<file path="src/rtl/word_stream_receiver_if.sv">
// Valid/ready word stream bundle: upstream push side plus downstream pop side.
interface word_stream_receiver_if #(
    parameter int WIDTH = 32
);
    logic [WIDTH-1:0] in_data;
    logic             in_valid;
    logic             in_ready;
    logic [WIDTH-1:0] out_data;
    logic             out_valid;
    logic             out_ready;

    modport master (
        output in_data, in_valid, out_ready,
        input  in_ready, out_data, out_valid
    );

    modport slave (
        input  in_data, in_valid, out_ready,
        output in_ready, out_data, out_valid
    );
endinterface

</file>
<file path="src/rtl/word_stream_receiver.sv">
// Word stream receiver: DEPTH-entry in-order buffer with registered flags.
// Optional occupancy port `level` when WORD_RX_LEVEL_EN is defined.
module word_stream_receiver #(
    parameter int WIDTH = 32,
    parameter int DEPTH = 4
) (
    input  logic                   clk,
    input  logic                   reset,
    word_stream_receiver_if.slave  bus
`ifdef WORD_RX_LEVEL_EN
    ,
    output logic [$clog2(DEPTH):0] level
`endif
);
    localparam int PW = $clog2(DEPTH);
    localparam int CW = PW + 1;

    logic [WIDTH-1:0] mem_q [DEPTH];
    logic [WIDTH-1:0] mem_d [DEPTH];
    logic [PW-1:0]    wr_ptr_q, wr_ptr_d;
    logic [PW-1:0]    rd_ptr_q, rd_ptr_d;
    logic [CW-1:0]    count_q, count_d;
    logic             in_ready_w;
    logic             out_valid_w;
    logic             push;
    logic             pop;

    // Flags come only from the registered count, never from in_valid/out_ready.
    assign in_ready_w   = (count_q != CW'(DEPTH));
    assign out_valid_w  = (count_q != '0);
    assign push         = bus.in_valid && in_ready_w;
    assign pop          = bus.out_ready && out_valid_w;

    assign bus.in_ready  = in_ready_w;
    assign bus.out_valid = out_valid_w;
    assign bus.out_data  = mem_q[rd_ptr_q];

    always_comb begin
        mem_d    = mem_q;
        wr_ptr_d = wr_ptr_q;
        rd_ptr_d = rd_ptr_q;
        count_d  = count_q;
        if (push) begin
            mem_d[wr_ptr_q] = bus.in_data;
            wr_ptr_d        = wr_ptr_q + 1'b1;
        end
        if (pop) begin
            rd_ptr_d = rd_ptr_q + 1'b1;
        end
        case ({push, pop})
            2'b10:   count_d = count_q + 1'b1;
            2'b01:   count_d = count_q - 1'b1;
            default: count_d = count_q;
        endcase
    end

    always_ff @(posedge clk or posedge reset) begin
        if (reset) begin
            wr_ptr_q <= '0;
            rd_ptr_q <= '0;
            count_q  <= '0;
        end else begin
            wr_ptr_q <= wr_ptr_d;
            rd_ptr_q <= rd_ptr_d;
            count_q  <= count_d;
        end
    end

    // Storage is deliberately left out of reset.
    always_ff @(posedge clk) begin
        mem_q <= mem_d;
    end

`ifdef WORD_RX_LEVEL_EN
    assign level = count_q;
`endif
endmodule

</file>
<file path="src/flat_wrapper.sv">
// flat-port wrapper written by rule: the top's interface ports become plain ports
module word_stream_receiver_flat 
#(
    parameter int WIDTH = 32,
    parameter int DEPTH = 4
)
  (clk, reset, bus_in_data, bus_in_valid, bus_out_ready, bus_in_ready, bus_out_data, bus_out_valid);
  word_stream_receiver_if #(.WIDTH(WIDTH)) bus_i ();
  input  logic clk;
  input  logic reset;
  input wire logic [$bits(bus_i.in_data)-1:0] bus_in_data;
  input wire logic [$bits(bus_i.in_valid)-1:0] bus_in_valid;
  input wire logic [$bits(bus_i.out_ready)-1:0] bus_out_ready;
  output wire logic [$bits(bus_i.in_ready)-1:0] bus_in_ready;
  output wire logic [$bits(bus_i.out_data)-1:0] bus_out_data;
  output wire logic [$bits(bus_i.out_valid)-1:0] bus_out_valid;
  assign bus_i.in_data = bus_in_data;
  assign bus_i.in_valid = bus_in_valid;
  assign bus_i.out_ready = bus_out_ready;
  assign bus_in_ready = bus_i.in_ready;
  assign bus_out_data = bus_i.out_data;
  assign bus_out_valid = bus_i.out_valid;
  word_stream_receiver #(.WIDTH(WIDTH), .DEPTH(DEPTH)) u_core (.clk(clk), .reset(reset), .bus(bus_i));
endmodule
</file>
<file path="config.mk">
export PLATFORM = sky130hd
export DESIGN_NAME = word_stream_receiver_flat
export DESIGN_NICKNAME = d
export VERILOG_FILES = /design/src/rtl/word_stream_receiver_if.sv /design/src/rtl/word_stream_receiver.sv /design/src/flat_wrapper.sv
export SDC_FILE = /design/constraint.sdc
export NUM_CORES = 1
export LEC_CHECK = 0
export ABC_AREA = 1
export BUFFER_PORTS_ARGS = -buffer_cell sky130_fd_sc_hd__clkbuf_2
export CAP_MARGIN = 20
export CORE_MARGIN = 2
export CORE_UTILIZATION = 55
export DETAILED_ROUTE_END_ITERATION = 12
export PLACE_DENSITY = 0.76
export SYNTH_ARGS = -nofsm -noshare
export SYNTH_HDL_FRONTEND = slang
export SYNTH_SLANG_ARGS = --single-unit
</file>
<file path="constraint.sdc">
create_clock -name clk -period 2.93 [get_ports clk]
set_clock_uncertainty 0.15 [all_clocks]
set_input_delay 0.1465 -clock clk [delete_from_list [all_inputs] [get_ports clk]]
set_output_delay 0.1465 -clock clk [all_outputs]
set_load 0.005 [all_outputs]
</file>
Yosys cells after proc, flatten, opt, wreduce, memory -nomap -nowiden --
Cells that the tools add are included.
Cells by class: add/subtract/negate cells 4, $lt $le $gt $ge 3, equal/unequal tests 3, muxes and demuxes 7, bitwise logic cells 2, reduce and logical (&&, ||, !) cells 5
Operators with widths (number):
- bitwise mux 128 bit | 1
- 2-to-1 mux 32 bit | 3
- binary-select mux 32 bit (select 2 bit) | 1
- demux 32 bit (select 2 bit) | 1
- greater-or-equal comparator 3 bit, second input constant | 2
- NOT 2 -> 3 bit | 2
- one-hot mux 3 bit (2 select lines) | 1
- adder 2 x 1 -> 2 bit, second input constant | 2
- adder 3 x 1 -> 3 bit, second input constant | 1
- logical AND 1 bit | 3
- less-than comparator 3 x 1 -> 1 bit, second input constant | 1
- != test 3 bit, second input constant | 1
- nonzero test 3 bit | 1
- subtractor 3 x 1 -> 3 bit, second input constant | 1
- == test 2 x 1 -> 1 bit, second input constant | 1
- == test 2 bit, second input constant | 1
- nonzero test 2 bit | 1
Storage, ports and cells: flip-flop bits (word level) 135, input port bits 36, logic and storage cells 31

Depth between registers and ports, before layout --
Gate-level depths: netlist of the first run.
depth in word-level cells 6, mapped depth 12, depth with buffers taken out 12

Least setup slack after synthesis of the first run --
No wires, ideal clock.
kind register to register, start point reg u_core.count_q[0], end point reg u_core.mem_q[0] (netlist name) (enable), library setup time 0.421 ns, arrival time 2.088 ns, required time 2.359 ns, slack 0.271 ns, stages on the path, launching flop included 5, path buffers 0, clock period less this slack 2.659 ns, cells stage by stage dfrtp_1 inv_1 nand3_1 nand2_1 nor2_1
Between the ends: word-level cells in the longest chain between the ends 2
Ends and longest elaborated chain:
- start, declared | RTL line word_stream_receiver.sv:22 | logic [CW-1:0] count_q, count_d;
- start signal, assigned | RTL line word_stream_receiver.sv:65 | count_q <= count_d;
- != test 3 bit | RTL line word_stream_receiver.sv:29 | assign in_ready_w = (count_q != CW'(DEPTH));
- net bus_in_ready | RTL line flat_wrapper.sv:14 | output wire logic [$bits(bus_i.in_ready)-1:0] bus_in_ready;
- logical AND 1 bit | RTL line word_stream_receiver.sv:31 | assign push = bus.in_valid && in_ready_w;
- end signal, assigned | RTL line word_stream_receiver.sv:71 | mem_q <= mem_d;
- end, declared | RTL line word_stream_receiver.sv:18 | logic [WIDTH-1:0] mem_q [DEPTH];
The timed path passes the listed nets, and every way through them passes these cells. A chain may end at the register's enable or synchronous reset.

Final worst setup path of the first run --
start point reg u_core.count_q[0], end point reg u_core.count_q[2]
Between the ends: word-level cells in the longest chain between the ends 4, elaborated cells on any way between the ends 10
Ends and longest elaborated chain:
- != test 3 bit or nonzero test 3 bit (tied branches) | RTL line word_stream_receiver.sv:29, word_stream_receiver.sv:30
- logical AND 1 bit (on tied branches) | RTL line word_stream_receiver.sv:31, word_stream_receiver.sv:32
- == test 2 x 1 -> 1 bit or == test 2 bit (tied branches) | RTL line word_stream_receiver.sv:50 | case ({push, pop})
- one-hot mux 3 bit (2 select lines) or nonzero test 2 bit (tied branches)
Parallel ways exist; a longest one is shown, timed or not.

==> insert_results.sql, run 1 <==
INSERT INTO impl_metrics (metric_group, metric, value, unit) VALUES
('timing', 'slew_viol_final', '0', ''),
('synthesis', 'ys.warnings.count', '0', ''),
('worst_setup_path', 'criticalPathCategory', 'register to register', ''),
('detailed_routing', 'drt_first_iter_violations', '240', ''),
('worst_hold_path', 'hold_class', 'input port to register', ''),
('global_routing', 'grt_antenna_before_repair', '0', ''),
('floorplanning', 'starting_density', '56.7', '%'),
('placed_design', 'finalWeightedCongestion', '0.767', ''),
('worst_setup_path', 'worst_ep_arrival_time', '2.59', 'ns'),
('clock_network', 'cts.path.max_buffers', '2', ''),
('clock_network', 'clockRootBuffer', 'sky130_fd_sc_hd__clkbuf_8', ''),
('worst_setup_path', 'startpoint_kind_of_the_worst_setup_timing_path', 'register', ''),
('timing', 'final.setup.tns', '0', 'ns'),
('worst_setup_path', 'crit_path_max_incr_delay', '0.40', 'ns'),
('detailed_routing', 'drc', '0', ''),
('pwr', 'vdd_drop_max', '701', 'uV'),
('global_routing', 'grt_overflow_total', '0', ''),
('detailed_routing', 'ant_nets', '0', ''),
('clock_network', 'cts-resized-gates', '0', ''),
('global_routing', 'grt_pass1_vias', '3722', ''),
('placed_design', 'detailedPlacementHpwl', '6240', 'um'),
('synthesis', 'synth_area_per_cell', '12.8', 'um2'),
('cells_and_area', 'antennaDiodeCount', '0', ''),
('cells_and_area', 'post-route-util', '70.4', '%'),
('timing', 'report.final.setup_viol', '0', ''),
('timing', 'max_freq', '426', 'MHz'),
('worst_setup_path', 'worst_path_most_repeated_cell', 'sky130_fd_sc_hd__nand2_1', ''),
('floorplanning', 'floorplan.die.width', '105', 'um'),
('floorplanning', 'ios', '70', ''),
('cells_and_area', 'layout-drive-gt1-share', '19.5', '%'),
('worst_setup_path', 'critPathRequiredTime', '3.17', 'ns'),
('pwr', 'fin_total_pwr', '6.69', 'mW'),
('worst_setup_path', 'timing.critical_path.to_type', 'register', ''),
('pwr', 'p_leak', '2.90', 'nW'),
('worst_setup_path', 'worst-path-buf-inv', '2', ''),
('global_routing', 'gr-usage-all-layers', '20.3', '%'),
('detailed_routing', 'detail_route.wl_per_cell', '15.0', 'um'),
('synthesis', 'syn-num-nets', '476', ''),
('synthesis', 'synth.lib_cells_used.distinct', '17', ''),
('cells_and_area', 'stdcell_area', '0.00692', 'mm2'),
('cells_and_area', 'syn2layout_area_growth', '24.2', '%'),
('timing', 'final_hold_viol_count', '0', ''),
('floorplanning', 'core', '0.00982', 'mm2'),
('run_status', 'outcome', 'complete, no violations', ''),
('timing', 'final_critical_period', '2.35', 'ns'),
('floorplanning', 'fp.dieH', '105', 'um'),
('pwr', 'seqPwrFrac', '39.7', '%'),
('detailed_routing', 'route.detailed.vias_per_inst', '5.10', ''),
('pwr', 'cellPowerDensity', '968', 'mW/mm2'),
('pwr', 'power.share.combinational', '31.9', '%'),
('timing', 'headroom_to_the_max_slew_limit', '65.3', '%'),
('placed_design', 'detailed_place.area', '0.00602', 'mm2'),
('worst_setup_path', 'worst_path_cell_trace', 'inv_1 -> nand3_1 -> nand2_1 -> ha_1 -> inv_1 -> fa_1 -> nand2_1 -> nand3_1 -> nand2_1 -> nand2_1', ''),
('worst_setup_path', 'path_max_fanout', '7', ''),
('detailed_routing', 'via_count', '3524', ''),
('global_routing', 'grt_start_max_net_pins', '129', ''),
('placed_design', 'port-buffer-count', '69', ''),
('synthesis', 'synth.ff_latch_count', '135', ''),
('clock_network', 'cts_tree', 'done', ''),
('clock_network', 'post-cts-setup-buffers', '0', ''),
('pwr', 'power_frac_clock', '28.5', '%'),
('clock_network', 'h-tree-depth', '4', ''),
('detailed_routing', 'totalWireLength', '10400', 'um'),
('floorplanning', 'placementRows', '36', ''),
('detailed_routing', 'detail_route.first_pass.iterations', '4', ''),
('timing', 'final_min_period_over_clock_period', '80.1', '%'),
('timing', 'rsz0062_at_grt', 'false', ''),
('timing', 'tightest_slew', '0.519', 'ns'),
('pwr', 'internal_power', '4.52', 'mW'),
('synthesis', 'cell_area_after_technology_mapping', '0.00557', 'mm2'),
('pwr', 'netSwitchingFraction', '32.5', '%');
[power by group through the flow]
stage                     Combinational, mW  Clock, mW  Sequential, mW
after floorplan                        1.45          0            2.68
after global placement                 2.02          0            2.67
after detailed placement               2.10          0            2.69
after CTS                              2.15       1.94            2.65
after global routing                   2.41       2.02            2.69
final                                  2.13       1.90            2.66
[logic make-up after synthesis]
kind of cell | synth area share [%]
adders and majority gates | 1.48
buffers and inverters | 8.85
xor gates and xnor gates | 0.157
DFF | 72.2
AOI/OAI and AO/OA | 8.72
and+or+nand+nor | 8.63
[worst register-to-register path: stages (launching register included)]
cell	delay, ns
sky130_fd_sc_hd__dfrtp_1	0.39
sky130_fd_sc_hd__inv_1	0.13
sky130_fd_sc_hd__nand3_1	0.15
sky130_fd_sc_hd__nand2_1	0.40
sky130_fd_sc_hd__ha_1	0.25
sky130_fd_sc_hd__inv_1	0.07
sky130_fd_sc_hd__fa_1	0.39
sky130_fd_sc_hd__nand2_1	0.11
sky130_fd_sc_hd__nand3_1	0.09
sky130_fd_sc_hd__nand2_1	0.06
sky130_fd_sc_hd__nand2_1	0.04
[cells in the mapped netlist]
cell	count	share of area, %
sky130_fd_sc_hd__buf_6	12	2.4
sky130_fd_sc_hd__fa_1	1	0.36
sky130_fd_sc_hd__clkbuf_1	1	0.067
sky130_fd_sc_hd__ha_1	5	1.1
sky130_fd_sc_hd__o211ai_1	64	8.6
sky130_fd_sc_hd__buf_2	4	0.36
sky130_fd_sc_hd__nor2_1	4	0.27
sky130_fd_sc_hd__dfrtp_1	7	3.1
sky130_fd_sc_hd__xnor2_1	1	0.16
sky130_fd_sc_hd__o21ai_0	1	0.090
sky130_fd_sc_hd__inv_1	80	5.4
sky130_fd_sc_hd__edfxtp_1	128	69
sky130_fd_sc_hd__nand4_1	1	0.11
sky130_fd_sc_hd__buf_4	4	0.54
sky130_fd_sc_hd__inv_2	1	0.067
sky130_fd_sc_hd__nand3_1	7	0.63
sky130_fd_sc_hd__nand2_1	113	7.6
[flip-flops by register name (all words and copies together), names as in the netlist]
register / cells
u_core.count_q: 3
u_core.wr_ptr_q: 2
u_core.mem_q: 128
u_core.rd_ptr_q: 2
[final timing paths]
check	cells after the start	start	to	slack (ns)
setup / recovery	10	u_core.count_q[0]$_DFFE_PP0P_	u_core.count_q[2]$_DFFE_PP0P_	0.58
hold / removal	2	bus_in_data[6]	u_core.mem_q[102]$_DFFE_PP_	0.25
setup reg to reg	10	u_core.count_q[0]$_DFFE_PP0P_	u_core.count_q[2]$_DFFE_PP0P_	0.58
hold reg to reg	2	u_core.count_q[1]$_DFFE_PP0P_	u_core.count_q[1]$_DFFE_PP0P_	0.33
max in group asynchronous	4	reset	u_core.rd_ptr_q[1]$_DFFE_PP0P_	1.90
min in group asynchronous	4	reset	u_core.wr_ptr_q[1]$_DFFE_PP0P_	0.51
[routing by layer]
metal	GRT usage, %	part of all wire (%)	wire (um)	vias up
li1	-	-	-	1733
met1	25.3	42	4350	1677
met2	33.5	51	5280	104
met3	5.99	5.6	583	10
met4	7.90	1.3	136	0
met5	0	0	0	-
[cell usage in the layout, fill, tap and decap left out, types with 2 or more instances in the layout]
cell,instances
sky130_fd_sc_hd__inv_1,80
sky130_fd_sc_hd__o211ai_1,64
sky130_fd_sc_hd__nand3_1,7
sky130_fd_sc_hd__clkinv_4,2
sky130_fd_sc_hd__buf_12,2
sky130_fd_sc_hd__clkinv_2,4
sky130_fd_sc_hd__nand2_1,113
sky130_fd_sc_hd__clkbuf_16,16
sky130_fd_sc_hd__buf_4,8
sky130_fd_sc_hd__clkinv_1,2
sky130_fd_sc_hd__dfrtp_1,7
sky130_fd_sc_hd__clkbuf_1,3
sky130_fd_sc_hd__dlygate4sd3_1,36
sky130_fd_sc_hd__ha_1,5
sky130_fd_sc_hd__edfxtp_1,128
sky130_fd_sc_hd__nor2_4,4
sky130_fd_sc_hd__bufinv_16,2
sky130_fd_sc_hd__clkbuf_2,69
[what timing repair did]
| action | in CTS | in global routing |
|---|---|---|
| endpoints found under the setup margin | 0 | 0 |
| hold endpoints to repair | 139 | 0 |
| hold buffers | 36 | 0 |
[area by class of cell]
class	count	area (um2)	area share, %
sequential	135	4020	58.1
inverter	81	305	4.41
clock inverter	10	108	1.56
tap	133	166	2.41
clock buffer	20	425	6.15
timing repair buffer	115	806	11.6
multi-input combinational	197	1090	15.7
[metrics by stage]
step	hold WS, ns	worst slack [ns]	cells
CTS	0.218	0.580	691
detailed placement	-0.0743	0.607	625
global route	0.237	0.433	691
global placement	-0.0848	0.733	625
floorplan	-0.200	0.271	434
finish	0.248	0.584	691
No activity file was read; power rests on OpenSTA's default activity.
==> run 2: changes to the inputs <==
==> constraint.sdc (replaced) <==
create_clock -name clk -period 2.35 [get_ports clk]
set_clock_uncertainty 0.15 [all_clocks]
set_input_delay 0.1175 -clock clk [delete_from_list [all_inputs] [get_ports clk]]
set_output_delay 0.1175 -clock clk [all_outputs]
set_load 0.005 [all_outputs]
==> run 2 against run 1 <==
  * Register-to-register slack lost 0.18 ns
  * Routed wire length grew 9.5%
  * Sequential power grew 25%
  * Sequential cell count is the same
  * Non-clock buffer count grew 4
  * Setup slack lost 0.36 ns
  * Utilization grew 1.4 points
  * Clock power grew 44%
==> insert_results.sql, run 2 (same netlist as run 1, synthesis figures left out) <==
INSERT INTO impl_metrics (metric_group, metric, value, unit) VALUES
('cells_and_area', 'syn2layout_area_growth', '26.7', '%'),
('worst_hold_path', 'hold_class', 'input port to register', ''),
('cells_and_area', 'fill_cells', '667', ''),
('cells_and_area', 'area_of_the_multi_input_gates', '0.00109', 'mm2'),
('cells_and_area', 'area.sequential', '0.00402', 'mm2'),
('detailed_routing', 'detail_route.first_pass.iterations', '5', ''),
('cells_and_area', 'mostFrequentLayoutCells', '128 x sky130_fd_sc_hd__edfxtp_1, 113 x sky130_fd_sc_hd__nand2_1, 80 x sky130_fd_sc_hd__inv_1, 69 x sky130_fd_sc_hd__clkbuf_2, 64 x sky130_fd_sc_hd__o211ai_1', ''),
('global_routing', 'grt_start_max_net_pins', '89', ''),
('floorplanning', 'fp.dieH', '105', 'um'),
('timing', 'report.final.setup_viol', '0', ''),
('cells_and_area', 'post-route-util', '71.9', '%'),
('cells_and_area', 'antennaDiodeCount', '0', ''),
('timing', 'headroom_to_the_max_slew_limit', '68.7', '%'),
('worst_setup_path', 'worst-path-buf-inv', '4', ''),
('floorplanning', 'floorplan.die.width', '105', 'um'),
('cells_and_area', 'registers.top_by_ff_count', 'u_core.mem_q', ''),
('clock_network', 'post-cts-setup-buffers', '0', ''),
('detailed_routing', 'ant_nets', '0', ''),
('floorplanning', 'design.die.area', '0.0109', 'mm2'),
('clock_network', 'clk-insertion-delay-late', '0.52', 'ns'),
('detailed_routing', 'drc', '0', ''),
('cells_and_area', 'layout.cells.most_common', 'sky130_fd_sc_hd__edfxtp_1', ''),
('worst_setup_path', 'timing.critical_path.max_delay_family', 'buffers and inverters', ''),
('floorplanning', 'placementRows', '36', ''),
('run_status', 'outcome', 'complete, no violations', ''),
('pwr', 'p_leak', '2.95', 'nW'),
('timing', 'slew_viol_final', '0', ''),
('detailed_routing', 'route.detailed.vias_per_inst', '5.14', ''),
('detailed_routing', 'totalWireLength', '11300', 'um'),
('clock_network', 'path_clk_slew', '0.06', 'ns'),
('timing', 'final_min_period_over_clock_period', '90.6', '%'),
('cells_and_area', 'layout-drive-gt1-share', '21.1', '%'),
('cells_and_area', 'fin_nets', '593', ''),
('pwr', 'vdd_drop_max', '1020', 'uV'),
('global_routing', 'grt_antenna_before_repair', '0', ''),
('timing', 'max_freq', '470', 'MHz'),
('worst_setup_path', 'worst_ep_arrival_time', '1.86', 'ns'),
('worst_setup_path', 'timing.critical_path.to_type', 'primary output', ''),
('flow_run', 'maxCapViolCount', '0', ''),
('clock_network', 'cts_tree', 'done', ''),
('clock_network', 'h-tree-depth', '4', ''),
('detailed_routing', 'via_count', '3581', ''),
('timing', 'final_hold_viol_count', '0', ''),
('detailed_routing', 'drt_first_iter_violations', '260', ''),
('floorplanning', 'core', '0.00982', 'mm2'),
('worst_setup_path', 'criticalPathCategory', 'register to primary output', ''),
('floorplanning', 'starting_density', '56.7', '%'),
('timing', 'tightest_slew', '0.468', 'ns'),
('worst_setup_path', 'path_max_fanout', '18', ''),
('placed_design', 'port-buffer-count', '69', ''),
('timing', 'final_critical_period', '2.13', 'ns'),
('placed_design', 'finalWeightedCongestion', '0.780', ''),
('cells_and_area', 'largest_register_ffs', '128', ''),
('floorplanning', 'ios', '70', ''),
('global_routing', 'grt_pass1_wl', '18800', 'um'),
('clock_network', 'clockRootBuffer', 'sky130_fd_sc_hd__clkbuf_8', ''),
('worst_setup_path', 'crit_path_max_incr_delay', '0.39', 'ns'),
('detailed_routing', 'detail_route.wl_per_cell', '16.3', 'um'),
('worst_setup_path', 'startpoint_kind_of_the_worst_setup_timing_path', 'register', ''),
('global_routing', 'gr-usage-all-layers', '22.5', '%'),
('clock_network', 'cts.path.max_buffers', '2', ''),
('global_routing', 'grt_overflow_total', '0', ''),
('global_routing', 'grt_pass1_vias', '3828', ''),
('worst_setup_path', 'critPathRequiredTime', '2.08', 'ns'),
('placed_design', 'post-place-cells', '629', ''),
('placed_design', 'detailedPlacementHpwl', '6550', 'um'),
('pwr', 'cellPowerDensity', '1250', 'mW/mm2'),
('cells_and_area', 'instances_no_fill', '697', ''),
('clock_network', 'tritoncts.num_buffers', '17', ''),
('clock_network', 'cts.sinks', '135', ''),
('cells_and_area', 'reg_top3', 'u_core.mem_q x128, u_core.count_q x3', ''),
('worst_setup_path', 'worst_path_max_delay_cell', 'sky130_fd_sc_hd__dfrtp_1', ''),
('worst_setup_path', 'worst_path_cell_trace', 'buf_4 -> inv_1 -> buf_4 -> o211ai_1 -> nand2_1 -> clkbuf_2', ''),
('timing', 'rsz0062_at_grt', 'false', ''),
('worst_setup_path', 'worst_path_most_repeated_cell', 'sky130_fd_sc_hd__buf_4', '');
-- run 2: cell type report --
cell class / count / share of cell area [%]
clock buffers: 17 / 5.87
clock inverters: 15 / 2.87
inverters: 81 / 4.33
multi-input cells: 197 / 15.4
flip-flops and latches: 135 / 57.0
well taps: 133 / 2.36
repair buffers: 119 / 12.2
-- run 2: routing by layer --
| metal | up-vias | GRT usage (%) | routed length (um) |
|---|---|---|---|
| met2 | 113 | 38.9 | 5900 |
| met1 | 1711 | 26.6 | 4600 |
| met4 | 0 | 8.95 | 211 |
| met5 | - | 0 | 0 |
| met3 | 20 | 6.61 | 634 |
| li1 | 1737 | - | - |
-- run 2: where the power goes --
group	internal (mW)	leakage (nW)	switching, mW
Sequential	3.18	1.26	0.147
Combinational	1.03	1.41	1.73
Clock	1.73	0.288	1.01
-- run 2: final timing paths --
check | from | endpoint | slack [ns] | cells past startpoint
max in group asynchronous | reset | u_core.wr_ptr_q[1]$_DFFE_PP0P_ | 1.38 | 4
worst max-delay path | u_core.rd_ptr_q[1]$_DFFE_PP0P_ | bus_out_data[13] | 0.22 | 6
worst max register to register | u_core.count_q[0]$_DFFE_PP0P_ | u_core.count_q[2]$_DFFE_PP0P_ | 0.40 | 11
min in group asynchronous | reset | u_core.rd_ptr_q[0]$_DFFE_PP0P_ | 0.45 | 4
worst min register to register | u_core.count_q[0]$_DFFE_PP0P_ | u_core.count_q[0]$_DFFE_PP0P_ | 0.33 | 1
worst min-delay path | bus_in_data[5] | u_core.mem_q[37]$_DFFE_PP_ | 0.21 | 2
-- run 2: through the flow --
stage	hold WS, ns	cell area, um2	setup TNS (ns)	total power [mW]	worst slack [ns]
global placement	-0.108	6080	0	5.95	0.491
finish	0.212	7060	0	8.82	0.220
detailed placement	-0.100	6080	0	6.06	0.408
floorplan	-0.229	5570	-39.54	5.15	-0.309
CTS	0.188	7060	0	8.85	0.198
global route	0.196	7060	0	9.32	0.111
-- run 2: what timing repair did --
action | CTS | global route
endpoints found under the hold margin | 141 | 0
endpoints found under the setup margin | 0 | 0
gates resized for setup | 0 | 0
hold buffers | 36 | 0
==> run 3: changes to the inputs <==
--- a/config.mk
+++ b/config.mk
@@ -11,6 +11,7 @@
 export CORE_MARGIN = 2
 export CORE_UTILIZATION = 55
 export DETAILED_ROUTE_END_ITERATION = 12
+export GPL_TIMING_DRIVEN = 0
 export PLACE_DENSITY = 0.76
 export SYNTH_ARGS = -nofsm -noshare
 export SYNTH_HDL_FRONTEND = slang
==> run 3 against run 2 <==
  * Final area increased by 1.3%
  * Global-route usage increased by 0.051 points
  * Critical path depth unchanged
  * Die area unchanged
  * Combinational power increased by 12%
  * Total power increased by 2.4%
  * Clock power decreased by 4%
  * Non-clock buffer count increased by 11
==> insert_results.sql, run 3 (same netlist as run 1, synthesis figures left out) <==
INSERT INTO impl_metrics (metric_group, metric, value, unit) VALUES
('run_status', 'outcome', 'complete, no violations', ''),
('detailed_routing', 'detail_route.first_pass.iterations', '6', ''),
('timing', 'report.final.setup_viol', '0', ''),
('worst_setup_path', 'worst_path_most_repeated_cell', 'sky130_fd_sc_hd__nand2_1', ''),
('cells_and_area', 'mostFrequentLayoutCells', '128 x sky130_fd_sc_hd__edfxtp_1, 112 x sky130_fd_sc_hd__nand2_1, 80 x sky130_fd_sc_hd__inv_1, 69 x sky130_fd_sc_hd__clkbuf_2, 64 x sky130_fd_sc_hd__o211ai_1', ''),
('cells_and_area', 'reg_top3', 'u_core.mem_q x128, u_core.count_q x3', ''),
('worst_setup_path', 'crit_path_max_incr_delay', '0.45', 'ns'),
('worst_setup_path', 'worst_ep_arrival_time', '1.98', 'ns'),
('worst_setup_path', 'worst_path_max_delay_cell', 'sky130_fd_sc_hd__clkbuf_1', ''),
('worst_setup_path', 'worst_path_cell_trace', 'inv_2 -> clkbuf_1 -> nand2_1 -> o211ai_1 -> nand2_1 -> clkbuf_2', ''),
('floorplanning', 'ios', '70', ''),
('detailed_routing', 'totalWireLength', '11900', 'um'),
('clock_network', 'clk-insertion-delay-late', '0.51', 'ns'),
('cells_and_area', 'layout-drive-gt1-share', '22.5', '%'),
('placed_design', 'port-buffer-count', '69', ''),
('global_routing', 'grt_antenna_before_repair', '0', ''),
('cells_and_area', 'fill_cells', '647', ''),
('global_routing', 'gr-usage-all-layers', '22.6', '%'),
('detailed_routing', 'drt_first_iter_violations', '203', ''),
('floorplanning', 'placementRows', '36', ''),
('cells_and_area', 'instances_no_fill', '707', ''),
('global_routing', 'grt_overflow_total', '0', ''),
('cells_and_area', 'fin_nets', '604', ''),
('clock_network', 'path_clk_slew', '0.06', 'ns'),
('timing', 'tightest_slew', '0.561', 'ns'),
('worst_setup_path', 'startpoint_kind_of_the_worst_setup_timing_path', 'register', ''),
('worst_setup_path', 'timing.critical_path.to_type', 'primary output', ''),
('floorplanning', 'design.die.area', '0.0109', 'mm2'),
('worst_setup_path', 'criticalPathCategory', 'register to primary output', ''),
('timing', 'slew_viol_final', '0', ''),
('timing', 'final_hold_viol_count', '0', ''),
('timing', 'setup_ws', '0.0995', 'ns'),
('placed_design', 'post-place-cells', '640', ''),
('cells_and_area', 'area.sequential', '0.00402', 'mm2'),
('pwr', 'vdd_drop_max', '878', 'uV'),
('clock_network', 'cts.path.max_buffers', '2', ''),
('cells_and_area', 'largest_register_ffs', '128', ''),
('floorplanning', 'starting_density', '56.7', '%'),
('floorplanning', 'floorplan.die.width', '105', 'um'),
('detailed_routing', 'via_count', '3682', ''),
('clock_network', 'post-cts-setup-buffers', '0', ''),
('timing', 'final_min_period_over_clock_period', '95.8', '%'),
('clock_network', 'clockRootBuffer', 'sky130_fd_sc_hd__clkbuf_8', ''),
('flow_run', 'maxCapViolCount', '0', ''),
('cells_and_area', 'registers.top_by_ff_count', 'u_core.mem_q', ''),
('worst_setup_path', 'critPathRequiredTime', '2.08', 'ns'),
('cells_and_area', 'syn2layout_area_growth', '28.4', '%'),
('timing', 'rsz0062_at_grt', 'false', ''),
('pwr', 'p_leak', '3.00', 'nW'),
('clock_network', 'tritoncts.num_buffers', '17', ''),
('worst_hold_path', 'hold_class', 'input port to register', ''),
('timing', 'final.setup.tns', '0', 'ns'),
('global_routing', 'grt_pass1_wl', '18700', 'um'),
('cells_and_area', 'area_of_the_multi_input_gates', '0.00109', 'mm2'),
('clock_network', 'cts.sinks', '135', ''),
('global_routing', 'grt_pass1_vias', '3789', ''),
('timing', 'final_critical_period', '2.25', 'ns'),
('detailed_routing', 'route.detailed.vias_per_inst', '5.21', ''),
('cells_and_area', 'post-route-util', '72.8', '%'),
('cells_and_area', 'layout.cells.most_common', 'sky130_fd_sc_hd__edfxtp_1', ''),
('placed_design', 'detailedPlacementHpwl', '7100', 'um'),
('detailed_routing', 'drc', '0', ''),
('cells_and_area', 'antennaDiodeCount', '0', ''),
('global_routing', 'grt_start_max_net_pins', '28', ''),
('pwr', 'cellPowerDensity', '1260', 'mW/mm2'),
('clock_network', 'cts_tree', 'done', ''),
('floorplanning', 'fp.dieH', '105', 'um'),
('placed_design', 'preCtsSetupSlack', '0.00701', 'ns'),
('worst_setup_path', 'path_max_fanout', '10', ''),
('placed_design', 'finalWeightedCongestion', '0.725', ''),
('detailed_routing', 'ant_nets', '0', ''),
('detailed_routing', 'detail_route.wl_per_cell', '16.8', 'um'),
('clock_network', 'h-tree-depth', '4', ''),
('timing', 'headroom_to_the_max_slew_limit', '62.6', '%'),
('floorplanning', 'core', '0.00982', 'mm2'),
('timing', 'max_freq', '444', 'MHz');
[run 3: where the power goes]
| part | switching, mW | total (mW) | leakage, nW | internal [mW] |
|---|---|---|---|---|
| sequential | 0.144 | 3.32 | 1.26 | 3.18 |
| clock | 0.989 | 2.61 | 0.278 | 1.62 |
| combinational | 1.90 | 3.10 | 1.47 | 1.20 |
[run 3: per-stage QoR]
| step | hold slack, ns | cell area, um2 | total power, mW |
|---|---|---|---|
| 3_5_place_dp | -0.0977 | 6190 | 6.39 |
| 4_1_cts | 0.190 | 7150 | 9.06 |
| 2_1_floorplan | -0.229 | 5570 | 5.15 |
| 3_3_place_gp | -0.116 | 6080 | 6.18 |
| 6_report | 0.205 | 7150 | 9.03 |
| 5_1_grt | 0.202 | 7150 | 9.52 |
[run 3: layout make-up]
| cell class | count | area share [%] |
|---|---|---|
| clock inverter | 13 | 2.43 |
| buffer | 21 | 2.64 |
| timing repair buffer | 109 | 11.0 |
| multi-input combinational | 197 | 15.3 |
| tap | 133 | 2.33 |
| sequential | 135 | 56.2 |
| clock buffer | 18 | 5.84 |
| inverter | 81 | 4.25 |
[run 3: final timing paths]
check | from | cells after the start | to | slack (ns)
hold reg to reg | u_core.count_q[0]$_DFFE_PP0P_ | 1 | u_core.count_q[0]$_DFFE_PP0P_ | 0.33
min in group asynchronous | reset | 4 | u_core.wr_ptr_q[1]$_DFFE_PP0P_ | 0.47
hold / removal | bus_in_data[6] | 2 | u_core.mem_q[38]$_DFFE_PP_ | 0.21
setup reg to reg | u_core.count_q[1]$_DFFE_PP0P_ | 10 | u_core.count_q[2]$_DFFE_PP0P_ | 0.21
max in group asynchronous | reset | 4 | u_core.rd_ptr_q[1]$_DFFE_PP0P_ | 1.35
setup / recovery | u_core.rd_ptr_q[0]$_DFFE_PP0P_ | 6 | bus_out_data[12] | 0.1
[run 3: per-layer routing]
layer	share of wire (%)	track usage, %	routed length (um)
met2	51	39.1	6000
met3	6.6	6.18	786
met4	1.2	7.62	138
met5	0	0	0
met1	42	27.5	4940
[run 3: what timing repair did]
action | in CTS | in global routing
endpoints found under the setup margin | 1 | 1
hold buffers | 36 | 0
hold endpoints to repair | 139 | 0
gates resized for setup | 1 | 1
[run 3: worst max-delay path, delay by kind of cell (launching register included)]
family,cells,cell delay (ns)
AOI/OAI and AO/OA,1,0.13
buffers and inverters,3,0.68
DFF,1,0.43
and+or+nand+nor,2,0.23
